File: config.mk
export PLATFORM = sky130hd
export DESIGN_NAME = ssd_scan_driver_flat
export DESIGN_NICKNAME = d
export VERILOG_FILES = /design/src/rtl/ssd_pkg.sv /design/src/rtl/ssd_scan_driver_if.sv /design/src/rtl/ssd_hex_decoder.sv /design/src/rtl/ssd_scan_driver.sv /design/src/flat_wrapper.sv
export SDC_FILE = /design/constraint.sdc
export NUM_CORES = 1
export LEC_CHECK = 0
export CAP_MARGIN = 20
export CORE_MARGIN = 5
export CORE_UTILIZATION = 33
export DETAILED_ROUTE_END_ITERATION = 16
export DONT_BUFFER_PORTS = 1
export GPL_ROUTABILITY_DRIVEN = 0
export GPL_TIMING_DRIVEN = 1
export PLACE_DENSITY_LB_ADDON = 0.3
export SLEW_MARGIN = 20
export SYNTH_ARGS = -nofsm -noshare
export SYNTH_HDL_FRONTEND = slang
export SYNTH_HIERARCHICAL = 1
export SYNTH_SLANG_ARGS = --single-unit
File: constraint.sdc
create_clock -name clk -period 2.55 [get_ports clk]
set_input_delay 0.51 -clock clk [delete_from_list [all_inputs] [get_ports clk]]
set_output_delay 0.51 -clock clk [all_outputs]
set_load 0.02 [all_outputs]
File: src/rtl/ssd_pkg.sv
// ssd_pkg: shared definitions for the seven-segment scan driver.
//   seg_t       - a_to_g bit order (a = bit 6 ... g = bit 0)
//   FONT        - 16-entry hex font, active-high segments
//   SEG_POL_*   - polarity constants for segment/dp/anode drive
//   seg_drive() - applies output polarity to an active-high segment vector
package ssd_pkg;

    localparam int unsigned SEG_W    = 7;
    localparam int unsigned NIBBLE_W = 4;

    // Packed member order fixes the a_to_g bit positions: a is the MSB.
    typedef struct packed {
        logic a;
        logic b;
        logic c;
        logic d;
        logic e;
        logic f;
        logic g;
    } seg_t;

    // Hex font 0..F, active-high a..g.
    localparam logic [SEG_W-1:0] FONT [16] = '{
        7'h7E, 7'h30, 7'h6D, 7'h79, 7'h33, 7'h5B, 7'h5F, 7'h70,
        7'h7F, 7'h7B, 7'h77, 7'h1F, 7'h4E, 7'h3D, 7'h4F, 7'h47
    };

    localparam logic SEG_POL_ACTIVE_LOW  = 1'b1;
    localparam logic SEG_POL_ACTIVE_HIGH = 1'b0;

    // Convert active-high segments to the pin polarity.
    function automatic logic [SEG_W-1:0] seg_drive(input logic active_low, input seg_t segs);
        logic [SEG_W-1:0] v;
        v = segs;
        return active_low ? ~v : v;
    endfunction

endpackage

File: src/rtl/ssd_scan_driver_if.sv
// ssd_scan_driver_if: bus between a display client and the scan driver.
//   value/dp_in/load/lzb : client -> driver (digit data, dp enables, load strobe, blanking mode)
//   a_to_g/an/dp         : driver -> display pins
//   frame_done           : driver -> client, one-cycle pulse at start of each scan frame
interface ssd_scan_driver_if
    import ssd_pkg::*;
#(
    parameter int unsigned NUM_DIGITS = 8
);
    logic [NIBBLE_W*NUM_DIGITS-1:0] value;
    logic [NUM_DIGITS-1:0]          dp_in;
    logic                           load;
    logic                           lzb;
    logic [SEG_W-1:0]               a_to_g;
    logic [NUM_DIGITS-1:0]          an;
    logic                           dp;
    logic                           frame_done;

    modport master (
        output value, dp_in, load, lzb,
        input  a_to_g, an, dp, frame_done
    );

    modport slave (
        input  value, dp_in, load, lzb,
        output a_to_g, an, dp, frame_done
    );
endinterface

File: src/rtl/ssd_hex_decoder.sv
// ssd_hex_decoder: combinational 4-bit nibble to active-high seven-segment pattern.
//   i_nibble : hex digit 0..F
//   o_seg_c  : segments a..g, active-high, a_to_g bit order
module ssd_hex_decoder
    import ssd_pkg::*;
(
    input  logic [NIBBLE_W-1:0] i_nibble,
    output seg_t                o_seg_c
);

    assign o_seg_c = seg_t'(FONT[i_nibble]);

endmodule

File: src/rtl/ssd_scan_driver.sv
// ssd_scan_driver: time-multiplexed hex display driver with frame-synchronous
// updates and optional leading-zero blanking.
//   clk, rst : clock, synchronous active-high reset
//   bus      : slave side of ssd_scan_driver_if
//              in : value (nibble i -> digit i), dp_in, load, lzb
//              out: a_to_g, an, dp (registered, SEG_ACTIVE_LOW polarity), frame_done
// A "wrap cycle" is the last refresh cycle of digit NUM_DIGITS-1; the display
// registers change only at the end of it, so a frame is never torn.
module ssd_scan_driver
    import ssd_pkg::*;
#(
    parameter int unsigned NUM_DIGITS     = 8,
    parameter int unsigned REFRESH_DIV    = 100000,
    parameter bit          SEG_ACTIVE_LOW = 1'b1
) (
    input  logic            clk,
    input  logic            rst,
    ssd_scan_driver_if.slave bus
);

    localparam int unsigned DIG_W = (NUM_DIGITS > 1) ? $clog2(NUM_DIGITS) : 1;
    localparam int unsigned CNT_W = $clog2(REFRESH_DIV);
    localparam int unsigned VAL_W = NIBBLE_W * NUM_DIGITS;
    localparam logic        POL   = SEG_ACTIVE_LOW ? SEG_POL_ACTIVE_LOW : SEG_POL_ACTIVE_HIGH;

    localparam logic [NUM_DIGITS-1:0] AN_OFF  = {NUM_DIGITS{POL}};
    localparam logic [SEG_W-1:0]      SEG_OFF = {SEG_W{POL}};
    localparam logic [CNT_W-1:0]      CNT_TC  = CNT_W'(REFRESH_DIV - 1);
    localparam logic [DIG_W-1:0]      DIG_TC  = DIG_W'(NUM_DIGITS - 1);

    // Scan position
    logic [CNT_W-1:0]      r_refresh;
    logic [DIG_W-1:0]      r_digit;

    // Staging and display copies of the digit data
    logic [VAL_W-1:0]      r_stage_val;
    logic [NUM_DIGITS-1:0] r_stage_dp;
    logic                  r_pending;
    logic [VAL_W-1:0]      r_disp_val;
    logic [NUM_DIGITS-1:0] r_disp_dp;

    // Pin registers
    logic [NUM_DIGITS-1:0] r_an;
    logic [SEG_W-1:0]      r_seg;
    logic                  r_dp;
    logic                  r_frame_done;

    logic                  w_tc;
    logic                  w_wrap;
    logic [NIBBLE_W-1:0]   w_nibble;
    logic                  w_dp_sel;
    logic [DIG_W-1:0]      w_msd;
    logic                  w_blank;
    seg_t                  w_dec_seg;
    seg_t                  w_seg_ah;
    logic [NUM_DIGITS-1:0] w_an_ah;
    logic                  w_dp_ah;

    assign w_tc   = (r_refresh == CNT_TC);
    assign w_wrap = w_tc && (r_digit == DIG_TC);

    // Refresh counter and digit index
    always_ff @(posedge clk) begin
        if (rst) begin
            r_refresh <= '0;
            r_digit   <= '0;
        end else if (w_tc) begin
            r_refresh <= '0;
            r_digit   <= w_wrap ? '0 : r_digit + DIG_W'(1);
        end else begin
            r_refresh <= r_refresh + CNT_W'(1);
        end
    end

    // Staging / display update; a load in the wrap cycle goes straight to display
    always_ff @(posedge clk) begin
        if (rst) begin
            r_stage_val <= '0;
            r_stage_dp  <= '0;
            r_pending   <= 1'b0;
            r_disp_val  <= '0;
            r_disp_dp   <= '0;
        end else if (w_wrap && bus.load) begin
            r_disp_val  <= bus.value;
            r_disp_dp   <= bus.dp_in;
            r_pending   <= 1'b0;
        end else if (w_wrap && r_pending) begin
            r_disp_val  <= r_stage_val;
            r_disp_dp   <= r_stage_dp;
            r_pending   <= 1'b0;
        end else if (bus.load) begin
            r_stage_val <= bus.value;
            r_stage_dp  <= bus.dp_in;
            r_pending   <= 1'b1;
        end
    end

    // Select the nibble and dp bit of the digit being scanned
    always_comb begin
        w_nibble = '0;
        w_dp_sel = 1'b0;
        for (int i = 0; i < int'(NUM_DIGITS); i++) begin
            if (r_digit == DIG_W'(i)) begin
                w_nibble = r_disp_val[NIBBLE_W*i +: NIBBLE_W];
                w_dp_sel = r_disp_dp[i];
            end
        end
    end

    // Highest nonzero digit; digit 0 is the floor so an all-zero value still shows "0"
    always_comb begin
        w_msd = '0;
        for (int i = 1; i < int'(NUM_DIGITS); i++) begin
            if (r_disp_val[NIBBLE_W*i +: NIBBLE_W] != '0) begin
                w_msd = DIG_W'(i);
            end
        end
    end

    assign w_blank = bus.lzb && (r_digit > w_msd);

    ssd_hex_decoder u_dec (
        .i_nibble (w_nibble),
        .o_seg_c  (w_dec_seg)
    );

    // Active-high pin values; a blanked digit drives nothing at all
    always_comb begin
        w_an_ah = '0;
        for (int i = 0; i < int'(NUM_DIGITS); i++) begin
            w_an_ah[i] = (r_digit == DIG_W'(i)) && !w_blank;
        end
    end

    assign w_seg_ah = w_blank ? seg_t'('0) : w_dec_seg;
    assign w_dp_ah  = w_dp_sel && !w_blank;

    // Output registers, polarity applied on the way in
    always_ff @(posedge clk) begin
        if (rst) begin
            r_an         <= AN_OFF;
            r_seg        <= SEG_OFF;
            r_dp         <= POL;
            r_frame_done <= 1'b0;
        end else begin
            r_an         <= POL ? ~w_an_ah : w_an_ah;
            r_seg        <= seg_drive(POL, w_seg_ah);
            r_dp         <= POL ^ w_dp_ah;
            r_frame_done <= w_wrap;
        end
    end

    assign bus.an         = r_an;
    assign bus.a_to_g     = r_seg;
    assign bus.dp         = r_dp;
    assign bus.frame_done = r_frame_done;

endmodule

File: src/flat_wrapper.sv
// flat-port wrapper written by rule: the top's interface ports become plain ports
module ssd_scan_driver_flat import ssd_pkg::*;
#(
    parameter int unsigned NUM_DIGITS     = 8,
    parameter int unsigned REFRESH_DIV    = 100000,
    parameter bit          SEG_ACTIVE_LOW = 1'b1
)
  (clk, rst, bus_value, bus_dp_in, bus_load, bus_lzb, bus_a_to_g, bus_an, bus_dp, bus_frame_done);
  ssd_scan_driver_if #(.NUM_DIGITS(NUM_DIGITS)) bus_i ();
  input  logic clk;
  input  logic rst;
  input wire logic [$bits(bus_i.value)-1:0] bus_value;
  input wire logic [$bits(bus_i.dp_in)-1:0] bus_dp_in;
  input wire logic [$bits(bus_i.load)-1:0] bus_load;
  input wire logic [$bits(bus_i.lzb)-1:0] bus_lzb;
  output wire logic [$bits(bus_i.a_to_g)-1:0] bus_a_to_g;
  output wire logic [$bits(bus_i.an)-1:0] bus_an;
  output wire logic [$bits(bus_i.dp)-1:0] bus_dp;
  output wire logic [$bits(bus_i.frame_done)-1:0] bus_frame_done;
  assign bus_i.value = bus_value;
  assign bus_i.dp_in = bus_dp_in;
  assign bus_i.load = bus_load;
  assign bus_i.lzb = bus_lzb;
  assign bus_a_to_g = bus_i.a_to_g;
  assign bus_an = bus_i.an;
  assign bus_dp = bus_i.dp;
  assign bus_frame_done = bus_i.frame_done;
  ssd_scan_driver #(.NUM_DIGITS(NUM_DIGITS), .REFRESH_DIV(REFRESH_DIV), .SEG_ACTIVE_LOW(SEG_ACTIVE_LOW)) u_core (.clk(clk), .rst(rst), .bus(bus_i));
endmodule
* Word-level counts from Yosys, hierarchy flattened *
Memories as Yosys holds them, arrays and structs flattened.
Cells that the tools add are included.
Widths: inputs -> output; s select.

word-level totals
  register bits after elaboration = 118
  bits in latches = 0
  bits in writable memories = 0
  memory bits (read-only) = 112
  bits of input ports = 44
  output and inout bits = 17
  logic and storage cells = 87
  memories kept = 1

memories
  memory            words  bits a word  read ports  clocked after Yosys merged registers in  wr ports  RTL line               text
  (name not given)  16     7            1           0                                        0         ssd_hex_decoder.sv:11  assign o_seg_c = seg_t'(FONT[i_nibble]);

cells by class
  $add $sub $neg = 2
  multipliers = 0
  divide/modulo/power cells = 0
  $lt $le $gt $ge = 2
  equal/unequal tests = 8
  shift operators = 0
  muxes and demuxes = 31
  bitwise operators = 6
  reductions and logical operators = 26

operators by type and width
  cell                   number
  $mux 32                2
  $mux 4                 8
  $reduce_bool 4->1      7
  $mux 7                 3
  $add 17x1->17 const B  1
  $eq 17x17->1 const B   1
  $mux 8                 2
  $mux 3                 5
  $logic_and 1x1->1      13
  $eq 3x3->1 const B     4
  $mux 1                 9
  $not 8->8              1
  $not 7->7              1
  $eq 3x2->1 const B     2
  $ge 5x5->1 const B     1
  $not 4->5              1
  $mux 2                 2
  $add 3x1->3 const B    1
  $eq 3x1->1 const B     1
  $gt 3x3->1             1
  $logic_not 3->1        1
  $not 1->1              3
  $reduce_and 3->1       1
  $reduce_or 3->1        1
  other kinds (3)        3

* Longest topological paths before layout *
Gate-level depths: netlist (run 1).

  word-level depth = 15
  depth in mapped cells = 13
  depth with buffers taken out = 11

* Cells and area by module *
Netlist (run 1), hierarchy kept.

by module, submodules not included
  module           times used  cells each  area each (um^2)  seq. area each (um^2)
  ssd_scan_driver  1           746         6047.0            2362.3
  ssd_hex_decoder  1           33          287.8             0.0

* Worst setup path after synthesis (run 1) *
No wires, ideal clock.

  kind = register to register
  from = register u_core.r_digit[1]
  to = register u_core.r_seg[3] (netlist: u_core/bus.a_to_g[3])
  library setup time = 0.061 ns
  arrival = 2.680 ns
  data required time = 2.489 ns
  setup slack = -0.191 ns
  stages on the path, launching flop included = 13
  path buffers = 2
  period minus slack after synthesis = 2.741 ns
  cell sequence = dfxtp_1 > inv_1 > ha_1 > clkbuf_1 > clkbuf_1 > a21oi_1 > o21ai_0 > o2111ai_1 > a21oi_1 > inv_1 > ha_1 > mux4_1 > nand2_1

RTL lines
  element                 RTL line                text
  from (decl)             ssd_scan_driver.sv:33   logic [DIG_W-1:0] r_digit;
  from (signal assigned)  ssd_scan_driver.sv:69   r_digit <= w_wrap ? '0 : r_digit + DIG_W'(1);
  to (signal assigned)    ssd_scan_driver.sv:147  r_seg <= seg_drive(POL, w_seg_ah);
  to (decl)               ssd_scan_driver.sv:44   logic [SEG_W-1:0] r_seg;

==> results.yml, run 1 <==
floorplanning:
  initial_utilization_pct: 33.64
  core_region_area_sq_mm: 0.01883
  die_w_microns: 148.6
  die_h_microns: 148.6
  fp.dieArea_sq_mm: 0.02207
  rows: 50
  io-pin-count: 61
timing:
  final.period_utilization_pct: 98.55
  transition_time_at_the_pin_with_the_least_slew_margin_ns: 0.7041
  skew_ns: 0.008248
  timing.final.setup_violations: 0
  final-hold-violation-count: 0
  slew_headroom_pct: 52.77
  rsz_0062_raised_after_global_routing: "yes"
  final.setup.tns_ns: 0
  max_freq_mhz: 397.9
  slew_viols_final: 0
  min_period_ns: 2.513
yosys:
  synth-adder-area-share_pct: 3.358
  postSynthNetCount: 840
  combinational_family_with_the_most_area_after_synthesis: "compound AO/OA/AOI/OAI gates"
  ys_warn_count: 6
  synth_mux_area_share_pct: 1.264
  synth.top_cell.area_share_pct: 37.29
  synth-seq-area-share_pct: 37.29
  syn_inst_count: 779
  synth_enable_flop_cells: 0
  syn_avg_cell_area_sq_um: 8.132
  synthArstFlopShare_pct: 0
  synth_compound_gate_area_share_pct: 26.09
  netlist.top_cell.by_area: "sky130_fd_sc_hd__dfxtp_1"
  synth_xor_area_share_pct: 1.797
  synth_simple_gate_area_share_pct: 23.82
  synth_top_cells_by_area: "sky130_fd_sc_hd__dfxtp_1 (37%), sky130_fd_sc_hd__nand2_1 (8.8%), sky130_fd_sc_hd__o311ai_0 (5.5%), sky130_fd_sc_hd__o2bb2ai_1 (4.8%), sky130_fd_sc_hd__a21boi_0 (4.7%)"
  number_of_synthesized_register_bits: 118
  postSynth.topFlopCell: "sky130_fd_sc_hd__dfxtp_1"
  synth.distinct_cells: 54
  synthesis.area_sq_mm: 0.006335
clock_tree:
  cts_setup_buffers: 0
  numCtsBuffers: 17
  clock_tree.buffer_depth: 2
  clock-root-buffer: "sky130_fd_sc_hd__clkbuf_16"
  cts_sinks: 118
  number_of_levels_the_h_tree_was_split_into: 4
  cts_tree: "yes"
  clkLatencyLatePin_ns: 0.41
  clkSlewWorstSetupHoldPaths_ns: 0.06
layout:
  mostFrequentLayoutCell: "sky130_fd_sc_hd__nand2_1"
  n_fill_cell: 1913
  finish.net_count: 829
  n_antenna_cell: 0
  layout.cells.most_common_list: "sky130_fd_sc_hd__nand2_1 (148), sky130_fd_sc_hd__dfxtp_1 (117), sky130_fd_sc_hd__nor2_1 (62)"
  final_layout_size_suffix_gt1_share_pct: 12.16
  postLayoutCoreUtil_pct: 39.26
  design_area_sq_mm: 0.007393
  area_delta_synth_final_pct: 16.71
power:
  ir_drop_v: 0.0004816
  share_clk_of_total_power_pct: 55.8
  internal_power_of_the_cells_uw: 3973
  share_comb_of_total_power_pct: 5.1
  p_switching_uw: 1059
  p_per_area_mw_per_mm2: 680.6
  seqPwrFrac_pct: 39.1
  switching_share_pct: 21.04
  p_total_uw: 5032
  cellLeakagePower_uw: 0.002605
routing:
  initialDrtViolationCount: 352
  drtPass1Iterations: 5
  routed_wirelength_microns: 16680
  average_detailed_routed_wire_length_per_instance_microns: 16.02
  via_count: 5535
  drc_errors: 0
  routed_via_density: 5.317
  postRouteAntennaNets: 0
grt:
  antenna_violations_before_repair: 0
  grt_max_degree: 91
  first_global_vias: 5295
  gr-usage-all-layers_pct: 15.04
  grt-ovfl-total: 0
  grt_first_pass_wirelength_microns: 27230
outcome:
  result_of_the_run: "completed"
run:
  maxCapViolations: 0
worst_setup_path:
  worstPathArrival_ns: 2.87
  worst_path_class_setup: "flop to flop"
  start_kind: "flop"
  cp-end-kind: "flop"
  crit_fanout: 13
  critPathRequiredTime_ns: 2.91
min_path:
  worst_hold_path_type: "input port to flop"
place:
  placement.cell_area_sq_mm: 0.006645
  detailedPlacementHpwl_microns: 11000
  count_of_buffers_inserted_at_the_top_level_ports: 0
power groups by stage:
stage,Sequential [uW],Combinational (uW),Clock [uW]
3_5_place_dp,2010,250,0
4_1_cts,1970,252,2860
6_report,1970,257,2810
2_1_floorplan,1990,237,0
5_1_grt,1980,295,2960
3_3_place_gp,2010,249,0
cells by family (layout without fill, tap and decap cells):
kind of cell	Yosys count	after routing
buffers and inverters	85	86
AO/OA/AOI/OAI	224	225
flip-flops	118	118
multiplexers	6	6
AND/OR/NAND/NOR	316	316
XOR/XNOR	13	13
adder cells (fa/ha/maj)	17	17
critical path, stage by stage (launching register included):
cell and delay (ns):
sky130_fd_sc_hd__dfxtp_1 0.34, sky130_fd_sc_hd__inv_1 0.13, sky130_fd_sc_hd__ha_2 0.27, sky130_fd_sc_hd__buf_4 0.20, sky130_fd_sc_hd__a21oi_1 0.07, sky130_fd_sc_hd__o21ai_0 0.08
sky130_fd_sc_hd__o2111ai_1 0.16, sky130_fd_sc_hd__a21oi_2 0.23, sky130_fd_sc_hd__inv_1 0.10, sky130_fd_sc_hd__ha_1 0.33, sky130_fd_sc_hd__mux4_1 0.49, sky130_fd_sc_hd__nand2_1 0.07
final timing paths:
check,startpoint,end,depth (start not counted),slack [ns]
hold reg to reg,u_core/r_digit[2],u_core/bus.an[6],1,0.46
hold / removal,rst,u_core/r_pending,1,0.22
setup / recovery,u_core/r_digit[1],u_core/bus.a_to_g[3],11,0.04
setup reg to reg,u_core/r_digit[1],u_core/bus.a_to_g[3],11,0.04
through the flow:
step	hold slack, ns	instances	setup slack (ns)
6_report	0.2216	1041	0.03703
5_1_grt	0.1663	1041	-0.07308
4_1_cts	0.1617	1040	0.008159
3_5_place_dp	0.4484	1008	-0.04471
3_3_place_gp	0.4432	1008	0.03233
2_1_floorplan	0.4238	779	0.01071
cells in the mapped netlist (5+ instances only):
master,n
sky130_fd_sc_hd__nand2_1,148
sky130_fd_sc_hd__dfxtp_1,118
sky130_fd_sc_hd__nor2_1,62
sky130_fd_sc_hd__a21oi_1,59
sky130_fd_sc_hd__clkbuf_1,57
sky130_fd_sc_hd__a21boi_0,40
sky130_fd_sc_hd__nor3b_1,40
sky130_fd_sc_hd__o311ai_0,40
sky130_fd_sc_hd__o2bb2ai_1,35
sky130_fd_sc_hd__o21ai_0,18
sky130_fd_sc_hd__ha_1,17
sky130_fd_sc_hd__inv_1,14
sky130_fd_sc_hd__nand3_1,13
sky130_fd_sc_hd__buf_6,11
sky130_fd_sc_hd__xor2_1,11
sky130_fd_sc_hd__nand4_1,8
sky130_fd_sc_hd__nand2b_1,7
sky130_fd_sc_hd__nor4_1,7
sky130_fd_sc_hd__or3_1,6
sky130_fd_sc_hd__nor3_1,5
sky130_fd_sc_hd__o2bb2ai_2,5
state kept, by name, summed over array words and instances (netlist names):
name / cells
u_core/r_disp_dp: 8
u_core/bus.an: 8
u_core/r_pending: 1
u_core/r_disp_val: 32
u_core/bus.dp: 1
u_core/r_stage_dp: 8
u_core/r_refresh: 17
u_core/r_digit: 3
u_core/bus.a_to_g: 7
u_core/r_stage_val: 32
u_core/bus.frame_done: 1
final cells by class:
cell class	instances	area, sq um	area share (%)
Timing Repair Buffer	39	321.6	4.349
Inverter	15	56.30	0.7616
Clock inverter	11	219.0	2.962
Sequential cell	118	2364	31.97
Multi-Input combinational cell	577	3627	49.06
Clock buffer	21	480.5	6.499
Tap cell	260	325.3	4.400
what timing repair did:
| item | CTS | global route |
|---|---|---|
| pin swaps | 0 | 1 |
| hold buffers | 0 | 0 |
| gates resized for setup | 2 | 22 |
| setup endpoints to repair | 1 | 21 |
| cloned | 0 | 1 |
layer usage:
layer | share of wire [%] | global-route usage [%] | up-vias
met5 | 0 | 0 | -
met3 | 4.6 | 2.986 | 16
met1 | 48 | 20.17 | 2565
met4 | 0.95 | 4.942 | 0
li1 | - | - | 2811
met2 | 46 | 24.30 | 143
Note: power is estimated with default switching activity, not from simulation.
==> run 2, diff against run 1 <==
--- a/config.mk
+++ b/config.mk
@@ -6,6 +6,8 @@
 export NUM_CORES = 1
 export LEC_CHECK = 0
 export CAP_MARGIN = 20
+export CELL_PAD_IN_SITES_DETAIL_PLACEMENT = 0
+export CELL_PAD_IN_SITES_GLOBAL_PLACEMENT = 1
 export CORE_MARGIN = 5
 export CORE_UTILIZATION = 33
 export DETAILED_ROUTE_END_ITERATION = 16
==> run 2 against run 1 <==
Against the previous run:
- final cell count fell by 0.48%
- sequential cell count did not move
- worst hold slack got worse by 0.029 ns
- design area fell by 1.5%
- setup slack improved by 0.075 ns
- non-clock buffer count fell by 2
- routed wire length rose by 3.8%
- critical path type unchanged
==> results.yml, run 2 (synthesis results as in run 1) <==
place:
  count_of_buffers_inserted_at_the_top_level_ports: 0
  instance_count_after_placement_with_tap_cells_included: 1005
  placement.cell_area_sq_mm: 0.006623
  preCtsSetupSlack_ns: -0.02939
  detailedPlacementHpwl_microns: 11580
min_path:
  worst_hold_path_type: "input port to flop"
  hold_end: "u_core/r_pending"
  hp-start: "rst"
  whs_path_depth: 1
worst_setup_path:
  crit-reg2reg-launch: "u_core/r_digit[1]"
  critPathRequiredTime_ns: 2.84
  worst_path_class_setup: "flop to flop"
  ff2ff_setup_slack_ns: 0.11
  worstPathArrival_ns: 2.73
  start_kind: "flop"
  reg2reg_depth: 6
  crit_fanout: 40
  cp-end-kind: "flop"
  timing.rr.end: "u_core/r_disp_dp[4]"
layout:
  layout.cells.most_common_list: "sky130_fd_sc_hd__nand2_1 (148), sky130_fd_sc_hd__dfxtp_1 (115), sky130_fd_sc_hd__nor2_1 (62)"
  final_layout_size_suffix_gt1_share_pct: 12.11
  area_delta_synth_final_pct: 15.01
  n_antenna_cell: 0
  largest_registers: "u_core/r_disp_val: 32 flops, u_core/r_stage_val: 32 flops, u_core/r_refresh: 17 flops"
  mostFrequentLayoutCell: "sky130_fd_sc_hd__nand2_1"
  finish.net_count: 826
  n_fill_cell: 1886
  finish.cell_count_without_fillers: 1036
  design_area_sq_mm: 0.007286
power:
  seqPwrFrac_pct: 43.7
  p_total_uw: 4515
  share_clk_of_total_power_pct: 50.8
  cellLeakagePower_uw: 0.002532
  switching_share_pct: 22.17
  p_switching_uw: 1001
  ir_drop_v: 0.0004339
  share_comb_of_total_power_pct: 5.6
  internal_power_of_the_cells_uw: 3514
  p_per_area_mw_per_mm2: 619.7
floorplanning:
  fp.dieArea_sq_mm: 0.02207
  core_region_area_sq_mm: 0.01883
  die_h_microns: 148.6
  rows: 50
  io-pin-count: 61
  initial_utilization_pct: 33.64
  die_w_microns: 148.6
clock_tree:
  clock-root-buffer: "sky130_fd_sc_hd__clkbuf_16"
  clock_tree.buffer_depth: 2
  numCtsBuffers: 17
  cts_sinks: 118
  cts_tree: "yes"
  clkLatencyLatePin_ns: 0.42
  clkSlewWorstSetupHoldPaths_ns: 0.05
  number_of_levels_the_h_tree_was_split_into: 4
routing:
  postRouteAntennaNets: 0
  initialDrtViolationCount: 205
  drc_errors: 0
  via_count: 5651
  routed_wirelength_microns: 17310
  drtPass1Iterations: 4
  average_detailed_routed_wire_length_per_instance_microns: 16.70
  routed_via_density: 5.455
grt:
  grt-ovfl-total: 0
  gr-usage-all-layers_pct: 15.79
  antenna_violations_before_repair: 0
  grt_first_pass_wirelength_microns: 28340
  grt_max_degree: 91
  first_global_vias: 5573
timing:
  slew_headroom_pct: 57.05
  timing.final.setup_violations: 0
  skew_ns: 0.01024
  worst_slack_ns: 0.1116
  slew_viols_final: 0
  transition_time_at_the_pin_with_the_least_slew_margin_ns: 0.6403
  min_period_ns: 2.438
  final.period_utilization_pct: 95.62
  final-hold-violation-count: 0
  max_freq_mhz: 410.1
run:
  maxCapViolations: 0
outcome:
  result_of_the_run: "completed"
## run 2: worst max-delay path by stage
| stage | from | endpoint | cells past startpoint |
|---|---|---|---|
| final | u_core/r_digit[1] | u_core/r_disp_dp[4] | 6 |
| after global routing | u_core/r_digit[1] | u_core/r_stage_val[7] | 6 |
| after CTS | u_core/r_digit[1] | u_core/bus.a_to_g[3] | 10 |
| after detailed placement | u_core/r_digit[0] | u_core/bus.a_to_g[3] | 12 |
| after global placement | u_core/r_digit[1] | u_core/bus.a_to_g[3] | 11 |
| after floorplan | u_core/r_digit[0] | u_core/bus.a_to_g[3] | 12 |
## run 2: layer usage
layer	GRT usage, %	vias up	part of all wire [%]
li1	-	2791	-
met1	19.99	2733	46
met2	26.28	103	48
met3	4.296	24	4.2
met4	4.758	0	1.5
met5	0	-	0
## run 2: power by group through the flow
stage                     Sequential [uW]  Combinational [uW]  Clock, uW
after floorplan                      1990                 237          0
after detailed placement             2010                 253          0
after global routing                 1980                 288       2420
final                                1970                 252       2290
after CTS                            1970                 254       2340
after global placement               2000                 242          0
## run 2: metrics by stage
step,util (%),TNS [ns],hold slack [ns]
after detailed placement,35.17,-0.03490,0.4480
after global placement,35.17,0,0.4429
after global routing,38.69,-0.001906,0.1737
after CTS,38.23,0,0.1567
final,38.69,0,0.1923
after floorplan,-,0,0.4238
## run 2: layout make-up
cell class / instances / area, sq um / share of cell area [%]
multi-input combinational: 576 / 3672 / 50.40
sequential: 118 / 2366 / 32.47
clock buffer: 27 / 523.0 / 7.178
tap: 260 / 325.3 / 4.465
timing repair buffer: 37 / 302.8 / 4.156
inverter: 15 / 56.30 / 0.7728
clock inverter: 3 / 40.04 / 0.5495
## run 2: what timing repair did
action / in CTS / in global routing
resized for setup: 4 / 21
hold buffers: 0 / 0
setup endpoints to repair: 2 / 17
buffers inserted: 0 / 1
pin swaps: 0 / 3
## run 2: worst max-delay path, stage by stage (launching register included)
cell	delay [ns]
sky130_fd_sc_hd__dfxtp_2	0.38
sky130_fd_sc_hd__ha_1	0.20
sky130_fd_sc_hd__ha_1	0.25
sky130_fd_sc_hd__inv_1	0.15
sky130_fd_sc_hd__or3_2	0.57
sky130_fd_sc_hd__o31a_4	0.53
sky130_fd_sc_hd__o2bb2ai_1	0.20
==> run 3, diff against run 2 <==
--- a/config.mk
+++ b/config.mk
@@ -9,7 +9,7 @@
 export CELL_PAD_IN_SITES_DETAIL_PLACEMENT = 0
 export CELL_PAD_IN_SITES_GLOBAL_PLACEMENT = 1
 export CORE_MARGIN = 5
-export CORE_UTILIZATION = 33
+export CORE_UTILIZATION = 43
 export DETAILED_ROUTE_END_ITERATION = 16
 export DONT_BUFFER_PORTS = 1
 export GPL_ROUTABILITY_DRIVEN = 0
==> run 3 against run 2 <==
Against the previous run:
- sequential power hardly changed
- largest cell class unchanged
- combinational power is 3% lower
- sequential share of layout area is 0.31 points higher
==> results.yml, run 3 (synthesis results as in run 1) <==
timing:
  worst_slack_ns: 0.09334
  min_period_ns: 2.457
  skew_ns: 0.008769
  transition_time_at_the_pin_with_the_least_slew_margin_ns: 0.5082
  final.period_utilization_pct: 96.34
  max_freq_mhz: 407.1
  slew_headroom_pct: 66.12
  timing.final.setup_violations: 0
  slew_viols_final: 0
  rsz_0062_raised_after_global_routing: "yes"
  final-hold-violation-count: 0
clock_tree:
  cts_sinks: 118
  clock_tree.buffer_depth: 2
  number_of_levels_the_h_tree_was_split_into: 4
  cts_tree: "yes"
  clock-root-buffer: "sky130_fd_sc_hd__clkbuf_16"
  clkLatencyLatePin_ns: 0.43
  numCtsBuffers: 17
  clkSlewWorstSetupHoldPaths_ns: 0.05
  cts_hold_repair.buffers: 0
floorplanning:
  initial_utilization_pct: 43.75
  die_w_microns: 131.4
  die_h_microns: 131.4
  fp.dieArea_sq_mm: 0.01726
  io-pin-count: 61
  rows: 44
  core_region_area_sq_mm: 0.01448
run:
  maxCapViolations: 0
layout:
  layout.cells.most_common_list: "sky130_fd_sc_hd__nand2_1 (148), sky130_fd_sc_hd__dfxtp_1 (115), sky130_fd_sc_hd__nor2_1 (62)"
  largest_registers: "u_core/r_disp_val: 32 flops, u_core/r_stage_val: 32 flops, u_core/r_refresh: 17 flops"
  ff_latch_area_sq_mm: 0.002369
  n_antenna_cell: 0
  n_fill_cell: 1333
  finish.net_count: 823
  postLayoutCoreUtil_pct: 49.90
  mostFrequentLayoutCell: "sky130_fd_sc_hd__nand2_1"
  area_delta_synth_final_pct: 14.04
  final_layout_size_suffix_gt1_share_pct: 12.39
  multi_input_area_sq_mm: 0.003660
worst_setup_path:
  critPathRequiredTime_ns: 2.91
  crit_path_top_delay_cell: "sky130_fd_sc_hd__mux4_1"
  start_kind: "flop"
  series_of_cell_instances_along_the_critical_path: "inv_1 > ha_4 > buf_12 > a21oi_1 > o21ai_1 > o2111ai_1 > a21oi_2 > inv_2 > ha_1 > mux4_1 > nand2_1"
  worst_path_class_setup: "flop to flop"
  cp_slowest_stage_delay_ns: 0.52
  cp-end-kind: "flop"
  worstPathArrival_ns: 2.82
  crit_fanout: 16
power:
  cellLeakagePower_uw: 0.002539
  p_per_area_mw_per_mm2: 657.3
  ir_drop_v: 0.0005203
  p_total_uw: 4749
routing:
  postRouteAntennaNets: 0
  drc_errors: 0
  routed_wirelength_microns: 16460
  average_detailed_routed_wire_length_per_instance_microns: 17.17
  drtPass1Iterations: 5
  routed_via_density: 5.908
  initialDrtViolationCount: 323
  via_count: 5666
place:
  preCtsSetupSlack_ns: -0.09468
  count_of_buffers_inserted_at_the_top_level_ports: 0
  detailedPlacementHpwl_microns: 10790
grt:
  grt_first_pass_wirelength_microns: 27650
  gr-usage-all-layers_pct: 19.18
  grt_max_degree: 91
  antenna_violations_before_repair: 0
  first_global_vias: 5569
  grt-ovfl-total: 0
outcome:
  result_of_the_run: "completed"
min_path:
  worst_hold_path_type: "input port to flop"
==> run 3: cell types whose count changed in the layout (fill, tap and decap cells not counted), moves of 2 or more <==
cell                        previous run  this run
sky130_fd_sc_hd__bufinv_16             1         3
sky130_fd_sc_hd__buf_4                35        32
sky130_fd_sc_hd__clkinv_2              2         4
sky130_fd_sc_hd__clkbuf_1              4         1
==> run 3: stage by stage <==
step	std cells	instance area, sq um	setup TNS, ns	hold WS, ns
detailed placement	925	6497	-0.09468	0.4433
CTS	959	7167	0	0.1604
floorplan	779	6355	0	0.4238
global route	959	7224	-0.07488	0.1736
finish	959	7224	0	0.1992
global placement	925	6497	0	0.4437
==> run 3: path summary, 6_finish.rpt <==
check / startpoint / to / slack (ns) / cells after the start
worst max register to register: u_core/r_digit[1] / u_core/bus.a_to_g[3] / 0.09 / 11
worst min-delay path: rst / u_core/r_digit[1] / 0.20 / 1
worst max-delay path: u_core/r_digit[1] / u_core/bus.a_to_g[3] / 0.09 / 11
worst min register to register: u_core/r_digit[2] / u_core/bus.an[4] / 0.46 / 1
==> run 3: cell type report <==
type	count	share of cell area [%]
clock buffer	24	7.083
timing repair buffer	34	3.879
sequential	118	32.78
multi-input combinational	576	50.66
clock inverter	8	1.628
tap	184	3.187
inverter	15	0.7794
==> run 3: where the power goes <==
part	switching, uW	internal (uW)	total (uW)
registers	52.3	1920	1970
logic	134	111	245
clock network	851	1680	2540
==> run 3: routing by layer <==
| metal | routed length [microns] | track usage, % | vias up |
|---|---|---|---|
| li1 | - | - | 2790 |
| met1 | 7569 | 24.19 | 2739 |
| met2 | 7892 | 31.29 | 104 |
| met3 | 625 | 4.855 | 33 |
| met4 | 377 | 7.943 | 0 |
| met5 | 0 | 0 | - |
==> run 3: repair_timing <==
item / in CTS / in global routing
setup buffers: 2 / 0
endpoints found under the setup margin: 1 / 16
gates resized for setup: 7 / 18
pin swaps: 3 / 3
==> run 3: worst max-delay path: cells and delay by family (launching register included) <==
kind | cells | cell delay [ns]
adder cells (fa/ha/maj) | 2 | 0.49
multiplexers | 1 | 0.52
AND/OR/NAND/NOR | 1 | 0.07
buffers and inverters | 3 | 0.38
flip-flops | 1 | 0.36
AO/OA/AOI/OAI | 4 | 0.57
